**config.mk**
```make
export PLATFORM = sky130hd
export DESIGN_NAME = lsu_mem_stage
export DESIGN_NICKNAME = d
export VERILOG_FILES = /design/src/rtl/lsu_mem_stage.sv
export SDC_FILE = /design/constraint.sdc
export NUM_CORES = 1
export LEC_CHECK = 0
export ABC_AREA = 1
export CAP_MARGIN = 20
export CELL_PAD_IN_SITES_DETAIL_PLACEMENT = 0
export CELL_PAD_IN_SITES_GLOBAL_PLACEMENT = 1
export CORE_ASPECT_RATIO = 1.75
export CORE_UTILIZATION = 33
export CTS_CLUSTER_DIAMETER = 40
export DETAILED_ROUTE_END_ITERATION = 8
export PLACE_DENSITY_LB_ADDON = 0.1
export SLEW_MARGIN = 20
export SYNTH_ARGS = -nofsm -noshare
export SYNTH_HDL_FRONTEND = slang
export SYNTH_SLANG_ARGS = --single-unit
```
**constraint.sdc**
```tcl
create_clock -name i_clk -period 9.6 [get_ports i_clk]
set_input_delay 0.96 -clock i_clk [delete_from_list [all_inputs] [get_ports i_clk]]
set_output_delay 0.96 -clock i_clk [all_outputs]
set_load 0.05 [all_outputs]
```
**src/rtl/lsu_mem_stage.sv**
```systemverilog
// RV32I load/store memory stage: handshaked data-memory access with byte-lane masks and load extension.
// Optional macro LSU_MISALIGN_TRAP_EN turns misaligned halfword/word accesses into a trap instead of a request.
module lsu_mem_stage (
  input  logic        i_clk,
  input  logic        i_rst,
  input  logic        i_valid,
  input  logic        i_mem_read,
  input  logic        i_mem_write,
  input  logic [2:0]  i_funct3,
  input  logic [31:0] i_addr,
  input  logic [31:0] i_wdata,
  output logic        o_stall,
  output logic        o_done,
  output logic [31:0] o_rdata,
  output logic        o_trap,
  output logic        o_dmem_req,
  output logic [31:0] o_dmem_addr,
  output logic        o_dmem_wen,
  output logic [3:0]  o_dmem_mask,
  output logic [31:0] o_dmem_wdata,
  input  logic        i_dmem_ready,
  input  logic [31:0] i_dmem_rdata,
  input  logic        i_dmem_rvalid
);

  typedef enum logic [1:0] {S_IDLE, S_REQ, S_WAIT, S_DONE} state_t;

  state_t      r_state;
  state_t      w_next;
  logic        w_accept;
  logic        w_misalign;
  logic [3:0]  w_mask;
  logic [31:0] w_wdata_rep;

  logic [31:0] r_addr;
  logic [2:0]  r_funct3;
  logic [31:0] r_wdata;
  logic [3:0]  r_mask;
  logic        r_wen;
  logic [31:0] r_rdata;

  // funct3[1] set means word (covers 010, 011, 11x); otherwise funct3[0] picks half vs byte.
  function automatic logic [3:0] f_mask(input logic [1:0] sz, input logic [1:0] a);
    logic [3:0] m;
    if (sz[1])      m = 4'b1111;
    else if (sz[0]) m = 4'b0011 << {a[1], 1'b0};
    else            m = 4'b0001 << a;
    return m;
  endfunction

  function automatic logic [31:0] f_wrep(input logic [1:0] sz, input logic [31:0] d);
    logic [31:0] r;
    if (sz[1])      r = d;
    else if (sz[0]) r = {2{d[15:0]}};
    else            r = {4{d[7:0]}};
    return r;
  endfunction

  function automatic logic [31:0] f_extract(input logic [2:0] f3, input logic [1:0] a,
                                            input logic [31:0] word);
    logic [31:0] sh;
    logic [31:0] r;
    if (f3[1]) begin
      r = word;
    end else if (f3[0]) begin
      sh = word >> {a[1], 4'b0000};
      r  = f3[2] ? {16'h0000, sh[15:0]} : {{16{sh[15]}}, sh[15:0]};
    end else begin
      sh = word >> {a, 3'b000};
      r  = f3[2] ? {24'h000000, sh[7:0]} : {{24{sh[7]}}, sh[7:0]};
    end
    return r;
  endfunction

  assign w_accept    = i_valid & (i_mem_read | i_mem_write);
  assign w_mask      = f_mask(i_funct3[1:0], i_addr[1:0]);
  assign w_wdata_rep = f_wrep(i_funct3[1:0], i_wdata);

`ifdef LSU_MISALIGN_TRAP_EN
  logic r_trap;

  assign w_misalign = (i_funct3[1] & (i_addr[1:0] != 2'b00)) |
                      (~i_funct3[1] & i_funct3[0] & i_addr[0]);

  always_ff @(posedge i_clk or posedge i_rst) begin
    if (i_rst)
      r_trap <= 1'b0;
    else if (r_state == S_IDLE && w_accept)
      r_trap <= w_misalign;
  end

  assign o_trap = (r_state == S_DONE) & r_trap;
`else
  assign w_misalign = 1'b0;
  assign o_trap     = 1'b0;
`endif

  always_comb begin
    w_next = r_state;
    case (r_state)
      S_IDLE: if (w_accept)      w_next = w_misalign ? S_DONE : S_REQ;
      S_REQ:  if (i_dmem_ready)  w_next = r_wen ? S_DONE : S_WAIT;
      S_WAIT: if (i_dmem_rvalid) w_next = S_DONE;
      S_DONE:                    w_next = S_IDLE;
      default:                   w_next = S_IDLE;
    endcase
  end

  always_ff @(posedge i_clk or posedge i_rst) begin
    if (i_rst)
      r_state <= S_IDLE;
    else
      r_state <= w_next;
  end

  // Request fields are frozen at accept so they stay stable while memory stalls.
  always_ff @(posedge i_clk or posedge i_rst) begin
    if (i_rst) begin
      r_addr   <= 32'h0;
      r_funct3 <= 3'b000;
      r_wdata  <= 32'h0;
      r_mask   <= 4'b0000;
      r_wen    <= 1'b0;
    end else if (r_state == S_IDLE && w_accept) begin
      r_addr   <= i_addr;
      r_funct3 <= i_funct3;
      r_wdata  <= w_wdata_rep;
      r_mask   <= w_mask;
      r_wen    <= i_mem_write & ~i_mem_read;
    end
  end

  always_ff @(posedge i_clk or posedge i_rst) begin
    if (i_rst)
      r_rdata <= 32'h0;
    else if (r_state == S_WAIT && i_dmem_rvalid)
      r_rdata <= f_extract(r_funct3, r_addr[1:0], i_dmem_rdata);
  end

  assign o_stall      = (r_state == S_REQ) | (r_state == S_WAIT) |
                        ((r_state == S_IDLE) & w_accept);
  assign o_done       = (r_state == S_DONE);
  assign o_rdata      = r_rdata;
  assign o_dmem_req   = (r_state == S_REQ);
  assign o_dmem_addr  = {r_addr[31:2], 2'b00};
  assign o_dmem_wen   = r_wen;
  assign o_dmem_mask  = r_mask;
  assign o_dmem_wdata = r_wdata;

endmodule

```
Yosys cells after proc, flatten, opt, wreduce, memory -nomap -nowiden --
Index checks and enable logic that the tools add are counted.
Storage, ports and cells: bits in registers 106, word-level logic and storage cells 41, input port bits 106, bits in latches 0, output and inout bits 105, bits in read-only memories 0, memories kept 0, RAM bits 0
Operators by class: bitwise gates (word level) 7, muxes and demuxes 13, div/mod/pow operators 0, shifts and indexed selects 4, $lt $le $gt $ge 0, reduce and logical (&&, ||, !) cells 4, equal/unequal tests 6, multiply operators 0, $add $sub $neg 0
Operators by type and width (count):
- $mux 32 | 6
- $shr 32x5->16 | 1
- $shr 32x5->8 | 1
- $mux 4 | 2
- $pmux 2 s4 | 1
- $mux 2 | 3
- $eq 2x2->1 const B | 2
- $ne 2x2->1 const B | 2
- $shl 1x2->4 const A | 1
- $shl 2x2->4 const A | 1
- $and 1x1->1 | 3
- $or 1x1->1 | 3
- $reduce_and 3->1 | 1
- $eq 2x1->1 const B | 1
- $logic_and 1x1->1 | 2
- $logic_not 2->1 | 1
- $ne 2x1->1 const B | 1
- $mux 1 | 1
- $not 1->1 | 1

Logic depth before layout (Yosys ltp) --
Gate-level depths: netlist (run 1).
word-level depth 4, mapped depth 11, gate-level depth less buffers 9

Worst setup path after synthesis (run 1) --
No wires, ideal clock.
path kind input-to-output, start point input i_mem_write, end point output o_stall, path buffers 0, stages on the path 3, arrival time 1.626 ns, path slack 7.014 ns, data required time 8.640 ns, cells stage by stage o21ai_2 > nor2_4 > or2_2
Between the ends: word-level cells in the longest chain between the ends 4
Ends and longest elaborated chain:
- from (decl) | line 8 | input logic i_mem_write,
- $or 1x1->1 | line 75 | assign w_accept = i_valid & (i_mem_read | i_mem_write);
- $and 1x1->1 | line 75
- $and 1x1->1 | line 141 | ((r_state == S_IDLE) & w_accept);
- $or 1x1->1 | line 140 | assign o_stall = (r_state == S_REQ) | (r_state == S_WAIT) |
- to (decl) | line 12 | output logic o_stall,
Every way passes these cells.

Worst setup path in the final report (run 1) --
start point input i_valid, end point output o_stall
Between the ends: word-level cells in the longest chain between the ends 3
Ends and longest elaborated chain:
- from (decl) | line 6 | input logic i_valid,
- $and 1x1->1 | line 75
- $and 1x1->1 | line 141
- $or 1x1->1 | line 140
Every way passes these cells.

==> results, run 1 <==
- After detailed routing, the number of vias per cell comes to 4.76.
- The post-synthesis average cell area is 8.14 um^2.
- Setup repair after global routing left no endpoint under its margin.
- Post-CTS repair changed the size of 0 cells.
- TritonCTS built the clock tree.
- Hold timing on the final database bottoms out at a slack of 469 ps.
- The number of placed instances, taps included, is 980.
- The number of standard-cell rows in the floorplan is 60.
- After the last flow step, the layout net total stands at 916.
- The clock-pin transition on the worst setup and hold timing paths is 70 ps.
- The number of antenna violations at the first check in global routing is 1.
- The maximum number of pins on one net before global-route repair is 77.
- The sum of internal, switching and leakage power is 2970 uW.
- Counting distinct cell types in the post-synthesis netlist gives 31.
- Clock latency on the worst-skew pair, taken at its later pin, is 340 ps.
- The via count of the first global-routing pass is 4926.
- The class of the tightest hold or removal check is reg -> reg.
- The worst hold path startpoint is r_addr[14].
- Measured against its own limit, the worst slew margin works out to 27.0%.
- The timing startpoint of the critical path is i_valid.
- The maximum clock frequency is 0.248 GHz.
- The total congestion overflow after global routing is 0.
- The effective utilization at floorplan is 34.0%.
- In this run the critical register-to-register path is launched from r_funct3[1].
- The ratio of cells with drive above 1 in the final layout is 5.45%.
- The routability congestion estimate from global placement is 0.819.
- At the pin with the least slew margin, the transition time is 1100 ps.
- The number of violations reported at the end of detailed-routing iteration 0 is 115.
- The number of clock sinks seen by CTS is 106.
- The cell count after synthesis came out at 647.
- After synthesis the cells add up to 0.00527 mm^2.
- Counting along the longest clock path gives a buffer depth of 2.
- The type of element capturing the critical path is a primary output.
- The vertical die dimension is 169 um.
- The number of hold violations in the final report came to 0.
- The CTS buffer count is 9.
- Data on the critical path is required at its endpoint by 8640 ps.
- The critical path is of the in -> out type.
- The final setup skew is 8.28 ps.
- In this run the post-CTS setup repair buffer count came out at 0.
- From left edge to right edge, the die measures 97.5 um.
- Counting flops and latches in the post-synthesis netlist gives 106.
- Across every metal layer, demand over resource in global routing totals 19.6%.
- The data arrival at the endpoint of the critical path is 3070 ps.
- The Yosys step of the flow raised 0 warnings.
- Port buffering added 207 buffers.
- The area of the placeable core is 0.0155 mm^2.
- After detailed routing, the number of remaining DRC violations is 0.
- The static leakage power is 0.00358 uW.
- The top-area cell type share of the netlist area is 50.4%.
- The first-pass GRT wire length is 25200 um.
- Leaving out filler cells and counting taps, the final layout contains 995.
- The detailed-placement wirelength estimate is 11700 um.
- The post-detailed-route count of antenna-violating nets is 0.
- From synthesis to final layout, the design area changed by 42.6%.
- The depth of the CTS H-tree is 3.
- The total of hold buffers inserted after clock tree synthesis is 0.
- The overall die area is 0.0165 mm^2.
- The period utilization is 42.0%.
- Subtracting the final worst setup slack from the clock period gives 4030 ps.
- The part of the Yosys area used for sequential elements is 50.4%.
- The total wirelength of the detailed-routed design is 16000 um.
- Cells fill 48.5% of the core in the end.
- The largest voltage drop on the vdd net is 184 uV.
- Setup total negative slack on the finished layout was measured at 0 ps.
- The biggest area consumer among synthesized cells is dfrtp_1.
- The tool flagged a number of max-cap violations equal to 0.
- By area the synthesized netlist is led by dfrtp_1 50%, nand2_1 18%, buf_4 5.6%, o21ai_0 3.8%, a21oi_1 3.7%.
- Setup violations remaining at the end of the flow were counted as 0.
- The critical path startpoint category is an input pin.
- The number of iterations in the first detailed-routing pass is 4.
- Of all nets on the critical path, the largest fanout is 53.
- The areal power density over the cells is 395 mW/mm^2.
- Dividing the detail-routed wire length by the instance count gives 16.1 um.
- The number of max-slew violations in the final report is 0.
- During I/O placement, the number of pins put on the boundary was 211.
- The tree is rooted in a clkbuf_16.
- The number of filler instances in the final layout is 1599.
- For this block, the via count after detailed routing is 4738.
- The run finished with clean final reports.
layout by cell type (no fill, tap or decap), drive strengths merged:
cell / count
o211ai: 4
clkdlybuf4s50: 207
clkinv: 1
a2bb2oi: 2
a21oi: 49
nand3: 37
nor2: 23
dfrtp: 106
buf: 4
inv: 39
mux2i: 8
conb: 3
o21bai: 1
o21ai: 42
bufinv: 3
nand2: 263
diode: 1
or2: 1
o21a: 1
clkbuf: 9
ha: 5
cells by family (layout without fill, tap and decap cells):
family                   after synthesis  after routing  share of synthesized area [%]
buffers and inverters                104            263                           11.1
other                                  1              4                         0.0712
multiplexers                           8              8                           1.52
AND/OR/NAND/NOR                      324            324                           24.9
AO/OA/AOI/OAI                         99             99                           10.9
flip-flops                           106            106                           50.4
adder cells (fa/ha/maj)                5              5                           1.19
Yosys cell counts, drive strengths merged:
cell / number
nand2: 263
dfrtp: 106
buf: 54
a21oi: 49
o21ai: 42
inv: 38
nand3: 37
nor2: 23
clkbuf: 12
mux2i: 8
ha: 5
o211ai: 4
a2bb2oi: 2
conb: 1
o21a: 1
o21bai: 1
or2: 1
per-stage QoR:
| step | cell area (um^2) | setup slack, ps |
|---|---|---|
| global placement | 7180 | 5530 |
| global route | 7510 | 5460 |
| CTS | 7500 | 5510 |
| detailed placement | 7180 | 5510 |
| finish | 7510 | 5570 |
| floorplan | 5270 | 5850 |
metal layers:
layer / track usage, % / share of wire, % / vias up / wire (um)
met4: 9.46 / 3.0 / 0 / 480
met2: 36.8 / 54 / 148 / 8680
met1: 20.5 / 37 / 2245 / 5960
met5: 0 / 0 / - / 0
li1: - / - / 2321 / -
met3: 4.05 / 5.4 / 24 / 869
path summary, 6_finish.rpt:
kind                       slack [ps]  depth (start not counted)         endpoint
hold / removal                    470                          2       r_addr[14]
min in group asynchronous        1040                          2       r_addr[16]
max in group asynchronous        7290                          3  o_dmem_wdata[7]
hold reg to reg                   470                          2       r_addr[14]
setup reg to reg                 7250                          5       o_rdata[5]
setup / recovery                 5570                          6          o_stall
worst max-delay path: stages:
cell	delay, ps
clkdlybuf4s50_1	500
o21ai_2	100
nor2_4	80
buf_4	440
or2_2	200
clkdlybuf4s50_1	790
registers in the layout, indices dropped and copies added, names as in the netlist:
register	cells
o_dmem_wdata	32
o_rdata	32
r_state	2
r_funct3	3
o_dmem_wen	1
r_addr	32
o_dmem_mask	4
power breakdown:
group | total, uW | internal (uW) | switching, uW
clock | 419 | 253 | 166
combinational | 1740 | 559 | 1180
sequential | 810 | 656 | 154
total | 2970 | 1470 | 1500
final cells by class:
| cell class | instances | area, um^2 | share of cell area [%] |
|---|---|---|---|
| inverter | 38 | 148 | 1.97 |
| clock inverter | 5 | 104 | 1.38 |
| timing repair buffer | 211 | 2100 | 28.0 |
| clock buffer | 9 | 225 | 3.00 |
| multi-input combinational | 439 | 2040 | 27.2 |
| antenna | 1 | 2.50 | 0.0333 |
| tap | 186 | 233 | 3.10 |
| sequential | 106 | 2650 | 35.3 |
No activity file was read; power rests on OpenSTA's default activity.
==> run 2: changes to the inputs <==
Settings changed: CORE_UTILIZATION 33 to 31.
Clock period 9.6 ns to 4 ns, I/O delays scaled along.
==> results, run 2 (synthesis gave the netlist of run 1 again) <==
- The count of max-cap constraint violations is 0.
- The setup TNS is 0 ps.
- For this design the static power due to leakage is 0.00357 uW.
- The type of element capturing the critical path is a primary output.
- The post-route netlist has 5.67% of its cells at a drive strength greater than 1.
- Input and output buffers added on the ports amount to 207.
- The area growth from synthesis to layout is 43.3%.
- TritonCTS built the clock tree.
- The type of the setup path with the least slack is reg -> out.
- The CTS buffer count is 9.
- The actual transition at the worst max-transition pin is 888 ps.
- The data required time of the critical path is 3600 ps.
- Dividing the detail-routed wire length by the instance count gives 15.8 um.
- The tree built by TritonCTS fans out to 106 sinks.
- The number of hold violations in the final report came to 0.
- The number of hold buffers added after CTS was 0.
- The first global-routing pass estimated 25300 um of wire.
- The depth of the CTS H-tree is 3.
- The relative slew slack is 40.8%.
- The number of vias in the routed layout is 4716.
- The number of antenna violations at the first check in global routing is 0.
- The number of antenna diodes in the final layout is 0.
- The via count of the first global-routing pass is 4832.
- The total overflow left after global routing is 0.
- For this run, the top clock speed supported by timing is 0.377 GHz.
- The clock-pin transition on the worst setup and hold timing paths is 80 ps.
- The combined area of the multi-input logic cells is 0.00204 mm^2.
- The die covers 0.0175 mm^2.
- For this run, design rule violations remaining after detail routing come to 0.
- IR analysis of the VDD net gives a maximum drop of 404 uV.
- The areal power density over the cells is 933 mW/mm^2.
- The via count normalized by instance count is 4.56.
- The effective utilization at floorplan is 31.9%.
- The smallest hold slack is 473 ps.
- The core region is 0.0165 mm^2.
- The area taken by flip-flops and latches is 0.00265 mm^2.
- The total wirelength of the detailed-routed design is 16300 um.
- The class of the tightest hold or removal check is reg -> reg.
- Setup violations remaining at the end of the flow were counted as 0.
- The detailed-placement wirelength estimate is 12200 um.
- The run finished with clean final reports.
- The number of iterations in the first detailed-routing pass is 4.
- The routability congestion estimate from global placement is 0.788.
- The final layout contains 917 nets.
- The first routing iteration left 160 violations.
- The number of max-slew violations in the final report is 0.
- The cell at the root of the clock tree is clkbuf_16.
- Post-CTS timing repair inserted 0 buffers for setup.
- The worst path uses 66.2% of the clock period.
- The maximum number of pins on one net before global-route repair is 66.
- The buffer levels on the longest clock path is 2.
- Setup repair after global routing left no endpoint under its margin.
- After filler insertion, the fill cell instance count of the layout stands at 1693.
- The data arrival at the endpoint of the critical path is 2250 ps.
- Along the worst path, the maximum fanout reaches 5.
- The top cell types in the final layout, fill and taps aside, are 256 x nand2_1, 207 x clkdlybuf4s50_1, 106 x dfrtp_1.
- The die is 101 um wide.
- The worst path needs 2650 ps of the cycle, external delays included.
- The initialized floorplan defines 62 standard-cell rows.
- The total routing usage reported by global routing is 18.9%.
- The clock latency of the later-clocked register in the worst-skew pair is 350 ps.
- The number of instances resized during post-cts repair is 0.
- Leaving out fill and tap cells, the most frequent cell in the layout is nand2_1.
- In this run the vertical extent of the chip is 174 um.
- In this run the remaining antenna-violating nets after routing total 0.
- The I/O pin count is 211.
- The final setup skew is 6.35 ps.
- The critical path startpoint category is a flop.
==> run 2: cell types whose count changed in the layout (fill, tap and decap cells not counted), sizes merged <==
cell,before,now
diode,1,0
clkbuf,9,10
bufinv,3,1
buf,4,5
inv,39,41
clkinv,1,2
==> run 2: cell type report <==
class | count | share of cell area (%)
clock buffers | 10 | 3.03
clock inverters | 6 | 0.962
inverters | 38 | 1.96
multi-input cells | 439 | 27.0
flip-flops and latches | 106 | 35.2
well taps | 224 | 3.71
repair buffers | 212 | 28.1
==> run 2: through the flow <==
step / power [uW] / utilization (%) / worst slack [ps] / cell area [um^2] / cells
3_5_place_dp: 6180 / 43.8 / 1470 / 7240 / 1019
4_1_cts: 7140 / 45.7 / 1300 / 7540 / 1035
2_1_floorplan: 4970 / - / 811 / 5270 / 649
3_3_place_gp: 6140 / 43.8 / 1520 / 7240 / 1019
5_1_grt: 7440 / 45.7 / 1230 / 7540 / 1035
6_report: 7040 / 45.7 / 1350 / 7540 / 1035
==> run 2: layer usage <==
layer	global-route usage, %	part of all wire [%]	wire, um	vias to the layer above
li1	-	-	-	2319
met5	0	0	0	-
met4	5.07	1.1	176	0
met3	3.54	4.9	806	12
met1	19.0	35	5800	2236
met2	37.9	58	9550	149
==> run 2: worst paths after layout <==
check	startpoint	to	slack [ps]	cells past startpoint
max	r_state[0]	o_stall	1350	6
min	r_addr[14]	r_addr[14]	470	2
max reg2reg	r_state[0]	o_dmem_wdata[31]	1720	9
min reg2reg	r_addr[14]	r_addr[14]	470	2
max in group asynchronous	i_rst	o_dmem_wdata[13]	2700	3
min in group asynchronous	i_rst	o_rdata[11]	590	2
==> run 2: report_power, final <==
group,internal [uW],switching (uW),leakage [uW]
clock network,496,424,0.000149
logic,1350,2870,0.00212
registers,1580,327,0.00130
total,3420,3620,0.00357
==> run 2: critical path, stage by stage, from the launching register on <==
cell and delay, ps:
dfrtp_1 420, inv_1 140, ha_1 250, inv_1 90, nor2_4 110, or2_2 100, clkdlybuf4s50_1 780
==> run 3: changes to the inputs <==
Clock period 4 ns to 2.6 ns, I/O delays scaled along.
==> results, run 3 (synthesis gave the netlist of run 1 again) <==
- Dividing the detail-routed via count by the number of cells gives 4.50.
- The number of hold violations in the final report is 0.
- The overall die area is 0.0175 mm^2.
- Setup total negative slack on the finished layout was measured at 0 ps.
- 0 antenna diodes ended up in the layout.
- The post-CTS setup repair buffer count is 0.
- At the pin with the least slew margin, the transition time is 777 ps.
- The areal power density over the cells is 1430 mW/mm^2.
- The timing startpoint of the critical path is r_state[1].
- The class of the tightest hold or removal check is in -> async.
- The end point of the critical path is o_dmem_req.
- For this design the static power due to leakage is 0.00360 uW.
- The number of antenna violations at the first check in global routing was 0.
- The area of the placeable core is 0.0165 mm^2.
- The worst register-to-register path begins at r_state[0].
- The effective utilization at floorplan is 31.9%.
- Row generation in the floorplan step produced 62 rows.
- The via count of the first global-routing pass came to 4767.
- The flow ran to the end, and the final reports show no timing, DRC or antenna violations.
- The post-detailed-route count of antenna-violating nets is 0.
- During I/O placement, the number of pins put on the boundary was 211.
- IR analysis of the VDD net gives a maximum drop of 589 uV.
- Between clock sinks in the finished design, the worst skew comes to 11.5 ps.
- The number of filler instances in the final layout is 1691.
- The smallest hold slack is 251 ps.
- For the worst flop-to-flop path, the logic depth is 7.
- The routability congestion estimate from global placement is 0.791.
- The die is 101 um wide.
- Hold repair after CTS inserted 0 buffers.
- The buffer levels on the longest clock path is 2.
- The clock latency of the later-clocked register in the worst-skew pair is 350 ps.
- The depth of the CTS H-tree is 3.
- Gates resized during post-CTS repair numbered 0.
- The maximum clock frequency is 0.453 GHz.
- The data arrival at the endpoint of the critical path is 1950 ps.
- The worst path in the final design needs a cycle of 2210 ps, including I/O delays and setup.
- Entering global routing, the biggest net connects 47 pins.
- Leaving out fill and tap cells, the most frequent cells in the layout are 256 x nand2_1, 206 x clkdlybuf4s50_1, 106 x dfrtp_1.
- The count of buffers added on input and output ports is 207.
- The count of max-cap constraint violations is 0.
- The number of clock sinks seen by CTS is 106.
- The clock-pin transition on the worst setup and hold timing paths is 80 ps.
- The total wirelength of the detailed-routed design is 16400 um.
- The type of the setup path with the least slack is reg -> out.
- Overall power consumption after layout is estimated at 10800 uW.
- The cell at the root of the clock tree is clkbuf_16.
- The CTS buffer count is 9.
- The number of max-slew violations in the final report is 0.
- The endpoint identified for the worst register-to-register timing path is o_dmem_wdata[15].
- The total routing usage reported by global routing is 19.1%.
- The ratio of cells with drive above 1 in the final layout is 6.50%.
- The leading cell type in the layout, fill and taps excluded is nand2_1.
- The first global-routing pass estimated 25600 um of wire.
- The period utilization is 84.9%.
- The remaining design rule violation count is 0.
- After the last flow step, the layout net total stands at 922.
- The number of vias in the routed layout is 4680.
- The placed instances occupy a cell area of 0.00732 mm^2.
- The worst setup path is captured at a primary output.
- The data required time of the critical path is 2340 ps.
- The number of violations reported at the end of detailed-routing iteration 0 is 91.
- The setup check on the worst reg-to-reg path leaves a slack of 650 ps.
- Measured along the y axis, the die boundary spans 174 um.
- The worst-path maximum fanout is 5.
- The final cell utilization of the core is 46.0%.
- The mean routed wirelength per cell is 15.8 um.
- The finished cells cover 0.00760 mm^2.
- The number of failing setup endpoints in the final timing report is 0.
- The total congestion overflow after global routing is 0.
- STA classifies the critical path startpoint as a flop.
- Setup repair after global routing left no endpoint under its margin.
- From synthesis to final layout, the design area changed by 44.4%.
- The relative slew slack is 48.2%.
- The first TritonRoute pass finished after 4 iterations.
- The TritonCTS clock tree is yes.
- The detailed-placement wirelength estimate is 12500 um.
## run 3: how the worst min path moves through the flow
stage	end	slack, ps	depth (start not counted)
4_1_cts	r_funct3[2]	260	2
6_report	r_funct3[2]	250	2
2_1_floorplan	r_addr[10]	380	2
3_3_place_gp	r_addr[7]	450	2
3_5_place_dp	r_addr[10]	460	2
5_1_grt	r_funct3[2]	280	2
## run 3: final cells by class
type	instances	area [um^2]	area share, %
well taps	224	280	3.69
clock inverters	7	61.3	0.806
repair buffers	217	2190	28.9
clock buffers	9	225	2.96
flip-flops and latches	106	2650	34.9
inverters	38	149	1.96
multi-input cells	439	2040	26.8
## run 3: critical path, stage by stage, from the launching register on
cell and delay [ps]:
dfrtp_1 410, inv_1 140, ha_1 230, clkdlybuf4s50_1 820
## run 3: where the power goes
group          switching, uW  internal, uW
Clock                    681           671
Combinational           4440          2130
Sequential               503          2420
## run 3: metrics by stage
stage | worst slack [ps] | instances
final | 394 | 1040
after floorplan | 1070 | 649
after global placement | 615 | 1024
after CTS | 371 | 1040
after global routing | 317 | 1040
after detailed placement | 597 | 1024
## run 3: per-layer routing
| layer | vias up | GRT usage [%] | wire length [um] |
|---|---|---|---|
| met4 | 0 | 6.28 | 359 |
| met3 | 20 | 3.46 | 832 |
| li1 | 2329 | - | - |
| met5 | - | 0 | 0 |
| met2 | 140 | 36.4 | 9150 |
| met1 | 2191 | 20.6 | 6080 |
